[src/rtl/vga_pkg.sv]
// Shared VGA timing types, standard mode constants and window helper.
package vga_pkg;

    typedef struct packed {
        logic [15:0] h_active;
        logic [15:0] h_fp;
        logic [15:0] h_sync;
        logic [15:0] h_bp;
        logic [15:0] v_active;
        logic [15:0] v_fp;
        logic [15:0] v_sync;
        logic [15:0] v_bp;
        logic        hs_pol;
        logic        vs_pol;
    } vga_timing_t;

    localparam vga_timing_t VGA_640X480_60 = '{
        h_active: 16'd640, h_fp: 16'd16, h_sync: 16'd96,  h_bp: 16'd48,
        v_active: 16'd480, v_fp: 16'd10, v_sync: 16'd2,   v_bp: 16'd33,
        hs_pol:   1'b0,    vs_pol: 1'b0
    };

    localparam vga_timing_t VGA_800X600_72 = '{
        h_active: 16'd800, h_fp: 16'd56, h_sync: 16'd120, h_bp: 16'd64,
        v_active: 16'd600, v_fp: 16'd37, v_sync: 16'd6,   v_bp: 16'd23,
        hs_pol:   1'b1,    vs_pol: 1'b1
    };

    // True when value lies in [lo, lo+len-1].
    function automatic logic in_window(input int unsigned value,
                                       input int unsigned lo,
                                       input int unsigned len);
        return (value >= lo) && (value < lo + len);
    endfunction

endpackage

[src/rtl/vga_axis_counter.sv]
// One display axis: position counter with wrap, registered sync window and
// registered start-of-axis pulse, all derived from the next count value.
module vga_axis_counter
    import vga_pkg::*;
#(
    parameter int   ACTIVE = 8,
    parameter int   FP     = 2,
    parameter int   SYNC   = 3,
    parameter int   BP     = 3,
    parameter logic POL    = 1'b0,
    parameter int   W      = 11
) (
    input  logic         Clk,
    input  logic         Reset,
    input  logic         tick,
    input  logic         en,
    output logic [W-1:0] count,
    output logic         wrap,
    output logic         sync_out,
    output logic         start,
    output logic         active
);

    localparam int unsigned TOTAL      = ACTIVE + FP + SYNC + BP;
    localparam int unsigned SYNC_START = ACTIVE + FP;

    logic         step;
    logic [W-1:0] count_next;

    assign step   = tick & en;
    assign wrap   = step && (count == W'(TOTAL - 1));
    assign active = (count < W'(ACTIVE));

    always_comb begin
        count_next = count;
        if (step) begin
            count_next = wrap ? '0 : count + 1'b1;
        end
    end

    // NOTE: start is cleared on every non-stepping Clk so it stays one Clk
    // wide even when the step enable is held for several cycles.
    always_ff @(posedge Clk or posedge Reset) begin
        if (Reset) begin
            count    <= '0;
            sync_out <= ~POL;
            start    <= 1'b0;
        end else begin
            count <= count_next;
            start <= step && (count_next == '0);
            if (step) begin
                sync_out <= in_window(32'(count_next), SYNC_START, SYNC) ? POL : ~POL;
            end
        end
    end

endmodule

[src/rtl/vga_timing_gen.sv]
// VGA timing generator: horizontal and vertical axis counters plus frame count.
// Define VGA_PIXEL_CE_EN to advance only on Clk edges qualified by pixel_ce.
module vga_timing_gen
    import vga_pkg::*;
#(
    parameter int   H_ACTIVE = 800,
    parameter int   H_FP     = 56,
    parameter int   H_SYNC   = 120,
    parameter int   H_BP     = 64,
    parameter int   V_ACTIVE = 600,
    parameter int   V_FP     = 37,
    parameter int   V_SYNC   = 6,
    parameter int   V_BP     = 23,
    parameter logic HS_POL   = 1'b0,
    parameter logic VS_POL   = 1'b0,
    parameter int   COORD_W  = 11
) (
    input  logic               Clk,
    input  logic               Reset,
    input  logic               pixel_ce,
    output logic               hs,
    output logic               vs,
    output logic               blank,
    output logic               sync,
    output logic [COORD_W-1:0] DrawX,
    output logic [COORD_W-1:0] DrawY,
    output logic               line_start,
    output logic               frame_start,
    output logic [7:0]         frame_cnt
);

    localparam longint H_TOTAL = longint'(H_ACTIVE) + H_FP + H_SYNC + H_BP;
    localparam longint V_TOTAL = longint'(V_ACTIVE) + V_FP + V_SYNC + V_BP;
    localparam longint COORD_SPAN = longint'(1) << COORD_W;

    if (H_FP == 0 || H_SYNC == 0 || H_BP == 0 ||
        V_FP == 0 || V_SYNC == 0 || V_BP == 0 ||
        H_TOTAL > COORD_SPAN || V_TOTAL > COORD_SPAN) begin : g_param_check
        $error("vga_timing_gen: zero porch/sync width or total exceeds coordinate range");
    end

    logic tick;
`ifdef VGA_PIXEL_CE_EN
    assign tick = pixel_ce;
`else
    logic pixel_ce_unused;
    assign pixel_ce_unused = pixel_ce;
    assign tick = 1'b1;
`endif

    logic h_wrap;
    logic h_active;
    logic v_wrap;
    logic v_active;

    vga_axis_counter #(
        .ACTIVE (H_ACTIVE),
        .FP     (H_FP),
        .SYNC   (H_SYNC),
        .BP     (H_BP),
        .POL    (HS_POL),
        .W      (COORD_W)
    ) u_h_axis (
        .Clk      (Clk),
        .Reset    (Reset),
        .tick     (tick),
        .en       (1'b1),
        .count    (DrawX),
        .wrap     (h_wrap),
        .sync_out (hs),
        .start    (line_start),
        .active   (h_active)
    );

    // The vertical axis steps only on the tick where the line wraps, so its
    // start pulse is exactly the frame boundary.
    vga_axis_counter #(
        .ACTIVE (V_ACTIVE),
        .FP     (V_FP),
        .SYNC   (V_SYNC),
        .BP     (V_BP),
        .POL    (VS_POL),
        .W      (COORD_W)
    ) u_v_axis (
        .Clk      (Clk),
        .Reset    (Reset),
        .tick     (tick),
        .en       (h_wrap),
        .count    (DrawY),
        .wrap     (v_wrap),
        .sync_out (vs),
        .start    (frame_start),
        .active   (v_active)
    );

    assign blank = h_active & v_active;
    assign sync  = 1'b0;

    always_ff @(posedge Clk or posedge Reset) begin
        if (Reset) begin
            frame_cnt <= '0;
        end else if (v_wrap) begin
            frame_cnt <= frame_cnt + 8'd1;
        end
    end

endmodule

[config.mk]
export PLATFORM = sky130hd
export DESIGN_NAME = vga_timing_gen
export DESIGN_NICKNAME = d
export VERILOG_FILES = /design/src/rtl/vga_pkg.sv /design/src/rtl/vga_axis_counter.sv /design/src/rtl/vga_timing_gen.sv
export SDC_FILE = /design/constraint.sdc
export NUM_CORES = 1
export LEC_CHECK = 0
export CORE_MARGIN = 4
export CORE_UTILIZATION = 45
export CTS_CLUSTER_DIAMETER = 60
export DETAILED_ROUTE_END_ITERATION = 7
export GPL_TIMING_DRIVEN = 1
export MAX_ROUTING_LAYER = met4
export PLACE_DENSITY = 0.78
export REMOVE_ABC_BUFFERS = 1
export SYNTH_ARGS = -nofsm -noshare
export SYNTH_HDL_FRONTEND = slang
export SYNTH_SLANG_ARGS = --single-unit
[constraint.sdc]
create_clock -name Clk -period 3.2 [get_ports Clk]
set_input_delay 0.32 -clock Clk [delete_from_list [all_inputs] [get_ports Clk]]
set_output_delay 0.32 -clock Clk [all_outputs]
set_load 0.05 [all_outputs]
# Word level (Yosys, flattened, before mapping)
# Index checks and enable logic that the tools add are counted.
# totals
reg_bits	34
input_bits	3
# op_classes
add_sub_neg	3
n_lt_le_gt_ge	6
n_eq_ne	2
n_mux	5
bitwise	1
n_reduce_logical	6
# ops
cell	count
< comparator 11 x 10 -> 1 bit (second input constant)	4
two-way mux 11 bit	3
adder 11 x 1 -> 11 bit (second input constant)	2
>= comparator 11 x 10 -> 1 bit (second input constant)	2
zero test 11 bit	2
== test 11 x 10 -> 1 bit (second input constant)	1
== test 11 bit (second input constant)	1
adder 8 x 1 -> 8 bit (second input constant)	1
logical AND 1 bit	4
two-way mux 1 bit	2
AND 1 bit	1

# Longest topological paths before layout
# depth
ltp_word	7
mapped_depth	9
ltp_nobuf	8

# Hierarchy
# A second synthesis with hierarchy kept.
# unflattened
hier_cells	225
hier_area_um2	2164.6
# modules_own_cells
module	n_inst	cells_each	area_each_um2
vga_axis_counter (u_v_axis)	1	97	915.9
vga_axis_counter (u_h_axis)	1	97	882.1
vga_timing_gen	1	31	366.6

# Worst setup path after synthesis
# No wires, ideal clock.
# synth_path
path_kind	register to register
startpoint	register u_h_axis.count[0]
endpoint	register u_v_axis.sync_out
arrival_time_ps	2537
slack_ps	577
path_stages_with_launch	9
n_path_buf	1
synth_period_minus_slack_ps	2623
path_cell_list	dfrtp_1 ha_1 and4b_1 buf_6 nand3_4 or4_2 a21o_2 nor4_1 nor3_1
# synth_via
elab_chain_cells	7
# synth_lines
element	line_no	text
start, declared	vga_axis_counter.sv:17	output logic [W-1:0] count,
start signal, assigned	vga_axis_counter.sv:49	count <= count_next;
== test 11 bit *	vga_axis_counter.sv:31	assign wrap = step && (count == W'(TOTAL - 1));
logical AND 1 bit	vga_axis_counter.sv:31	
two-way mux 11 bit	vga_axis_counter.sv:37	count_next = wrap ? '0 : count + 1'b1;
two-way mux 11 bit	vga_axis_counter.sv:36	if (step) begin
>= comparator 11 x 10 -> 1 bit / < comparator 11 x 10 -> 1 bit (equally long branches)	vga_pkg.sv:33	return (value >= lo) && (value < lo + len);
logical AND 1 bit	vga_pkg.sv:33	
two-way mux 1 bit	vga_axis_counter.sv:52	sync_out <= in_window(32'(count_next), SYNC_START, SYNC) ? POL : ~POL;
end signal, assigned	vga_axis_counter.sv:46	sync_out <= ~POL;
end signal, assigned	vga_axis_counter.sv:52	
end, declared	vga_axis_counter.sv:19	output logic sync_out,
# Every way passes the cells marked *; elsewhere a longest branch is shown, timed or not.
# A chain may end at the register's enable or synchronous reset.

# Final worst setup path
# layout_path
startpoint	register u_h_axis.count[7]
endpoint	output blank
# layout_via
elab_chain_cells	2
# layout_lines
element	line_no	text
< comparator 11 x 10 -> 1 bit	vga_axis_counter.sv:32	assign active = (count < W'(ACTIVE));
AND 1 bit	vga_timing_gen.sv:96	assign blank = h_active & v_active;
end, declared	vga_timing_gen.sv:23	output logic blank,
# No other way between the ends.

==> out/results.md <==
| Quantity | Reported |
|:---|:---|
| Die area | 0.00534 mm2 |
| Maximum number of pins on one net before global-route repair | 35 |
| Leftover overflow at the end of global routing | 0 |
| Area grow syn2layout | 26.0% |
| Routed length per instance | 15.2 um |
| Element type at the critical path start | register |
| DRC marker count from the first detailed-route iteration | 80 |
| Crit path launch | u_h_axis.count[7] |
| Top area cells in the synthesized netlist | dfrtp_1 42%, xnor2_1 5.1%, nand3_1 3.7% |
| Power density relative to cell area | 323 mW/mm2 |
| H-Tree Level Count | 2 |
| Critical Path Sink Type | output port |
| Worst hold slack | 0.425 ns |
| Total design power | 776 uW |
| Vias per cell | 5.68 |
| Clock tree from TritonCTS | yes |
| GRT Resource Usage Total | 18.4% |
| Reg2reg setup slack | 0.53 ns |
| Async set-reset flop share out of synthesis | 100% |
| Most frequent standard cell in the layout excluding fill and tap cells | clkdlybuf4s50_1 |
| Synthesized area divided by synthesized cell count | 10.2 um2 |
| Chip Width | 73.1 um |
| Pin slew with the least headroom to its limit | 0.646 ns |
| Effective utilization at floorplan | 46.9% |
| Top-Level Pins | 39 |
| CTS clk-pin slew, worst paths | 0.07 ns |
| Final-stage net count | 235 |
| Number of hold buffers added after cts | 0 |
| Category of the most critical setup path | reg -> out |
| Cell type contributing the most total cell area after synthesis | dfrtp_1 |
| Normalized max-slew margin | 56.7% |
| Area of the core | 0.00406 mm2 |
| Vias post-DR | 1585 |
| DP Wirelength | 3.08 mm |
| Number of instances in the synthesized netlist | 187 |
| Clock Path Buffers | 2 |
| Maximum fanout along the worst path | 5 |
| Setup total negative slack | 0 ns |
| DRC errors left | 0 |
| Num Clock Sinks | 34 |
| Vias in the first global route | 1577 |
| Diode insertion count for antenna repair | 0 |
| First-pass GRT wire length | 7.29 mm |
| Static Leakage | 0.00104 uW |
| Yosys warning count | 0 |
| TritonCTS Buffers | 5 |
| Maximum clock rate | 346 MHz |
| Hold/Removal Path Class | in -> async |
| Shortest period the worst path allows | 2.89 ns |
| Quantity of gates resized following cts | 0 |
| Weighted congestion reported at the end of routability-driven placement | 0.899 |
| Max Transition Viols Final | 0 |
| Unrepaired setup endpoints after global routing | false |
| Fraction of final layout cells sized beyond drive strength 1 | 11.4% |
| Cell variety after synth | 54 |
| Result of the run | finished, final reports clean |
| Number of buffers inserted by port buffering | 36 |
| Die height | 73.1 um |
| Number of cell instances on the worst register-to-register path | 7 |
| Most used flip-flop cell after synthesis | dfrtp_1 |
| Final ANT Viol Nets | 0 |
| Count of flip-flops with a built-in enable after synthesis | 0 |
| Final worst-path cycle share | 90.2% |
| Std-Cell Rows | 23 |
| Clock latency at the later pin of the worst-skew pair | 0.29 ns |
| Sequential area share after synthesis | 44.8% |
| Final Skew | 0.00731 ns |
| Number of hold violations in the final report | 0 |
| First drt pass iteration count | 4 |
| Top-area cell type share of the netlist area | 42.0% |
| Largest vdd supply drop | 271 uV |
| Detailed Route WL | 4.24 mm |
| Final standard cell utilization of the core | 59.1% |
| Data arrival at the endpoint of the critical path | 2.57 ns |
| Root buf cell | clkbuf_8 |
| Reg-to-reg startpoint | u_h_axis.count[0] |
| Count of final setup violators | 0 |
| Max capacitance violation total | 0 |
| Netlist area before placement | 0.00190 mm2 |
| Number of antenna violations at the first check in global routing | 0 |
| R2R Path End | u_v_axis.sync_out |
| Number of synthesized register bits | 34 |
| Required time of the worst setup path | 2.88 ns |
| Post-CTS Setup Inserts | 0 |
| Commonest non-fill, non-tap cells in the layout | 36 x clkdlybuf4s50_1, 32 x dfrtp_1, 14 x nand3_1 |
[metal layers]
layer	up-vias	GRT usage (%)	wire length, um
met4	0	8.81	75
met2	41	25.8	1880
met3	7	5.23	194
li1	781	-	-
met1	756	24.3	2090
met5	-	-	0
[synth_stat cells (2+ instances only)]
cell      number
or4_1          2
o31ai_1        2
a21o_1         2
dfrtp_1       32
nand4_1       10
nor3_1         5
inv_1         11
and2_1         3
xor2_1         8
and4_1         2
nand4b_1       2
nor2_1         8
nand3_1       14
o21ai_0        9
and3_1         6
or3_1          4
buf_6          2
dfstp_2        2
nand2_1        9
a21oi_1        4
xnor2_1       11
nor4_1         3
ha_1           4
a31oi_1        2
[flip-flops by register name, summed over array words and instances (netlist names)]
name and cells:
u_v_axis.start 1, frame_cnt 8, u_h_axis.start 1, u_h_axis.sync_out 1, u_v_axis.count 11, u_h_axis.count 11
u_v_axis.sync_out 1
[area by class of cell]
class | instances | area (um2)
Clock buffer | 6 | 82.6
Clock inverter | 2 | 12.5
Fill cell | 351 | 1660
Inverter | 11 | 41.3
Multi-Input combinational cell | 139 | 980
Sequential cell | 34 | 853
Tap cell | 50 | 62.6
Timing Repair Buffer | 37 | 368
[logic make-up (layout without fill, tap and decap cells)]
logic type | after synthesis | count (layout) | share of synthesized area [%]
AND/OR/NAND/NOR | 83 | 83 | 28.1
other | 1 | 1 | 0.197
flip-flops | 34 | 34 | 44.8
AO/OA/AOI/OAI | 31 | 31 | 11.2
adder cells (fa/ha/maj) | 4 | 4 | 2.63
buffers and inverters | 14 | 56 | 3.75
multiplexers | 1 | 1 | 0.591
XOR/XNOR | 19 | 19 | 8.74
[worst max-delay path, cell delays in order (launching register included)]
cell and delay [ns]:
dfrtp_1 0.44, or3_1 0.49, a311o_1 0.40, a21oi_1 0.13
clkdlybuf4s50_1 0.81
[worst max path at each step]
stage | endpoint | slack [ns] | cells past startpoint
6_report | blank | 0.31 | 4
2_1_floorplan | u_v_axis.sync_out | 0.48 | 7
3_5_place_dp | u_v_axis.sync_out | 0.55 | 7
3_3_place_gp | u_v_axis.sync_out | 0.61 | 7
5_1_grt | blank | 0.25 | 4
4_1_cts | blank | 0.30 | 4
[power breakdown]
part / leakage (uW) / internal, uW / switching (uW) / total, uW
Combinational: 0.000536 / 1.96 / 10.7 / 12.7
Sequential: 0.000454 / 430 / 0 / 430
Clock: 0.0000472 / 173 / 161 / 334
[metrics by stage]
stage / cell area, um2 / setup WS, ns / instances
5_1_grt: 2400 / 0.246 / 279
2_1_floorplan: 1870 / 0.476 / 184
3_3_place_gp: 2300 / 0.610 / 271
3_5_place_dp: 2300 / 0.549 / 271
6_report: 2400 / 0.313 / 279
4_1_cts: 2400 / 0.300 / 279
Power figures use the tool's default switching activity.
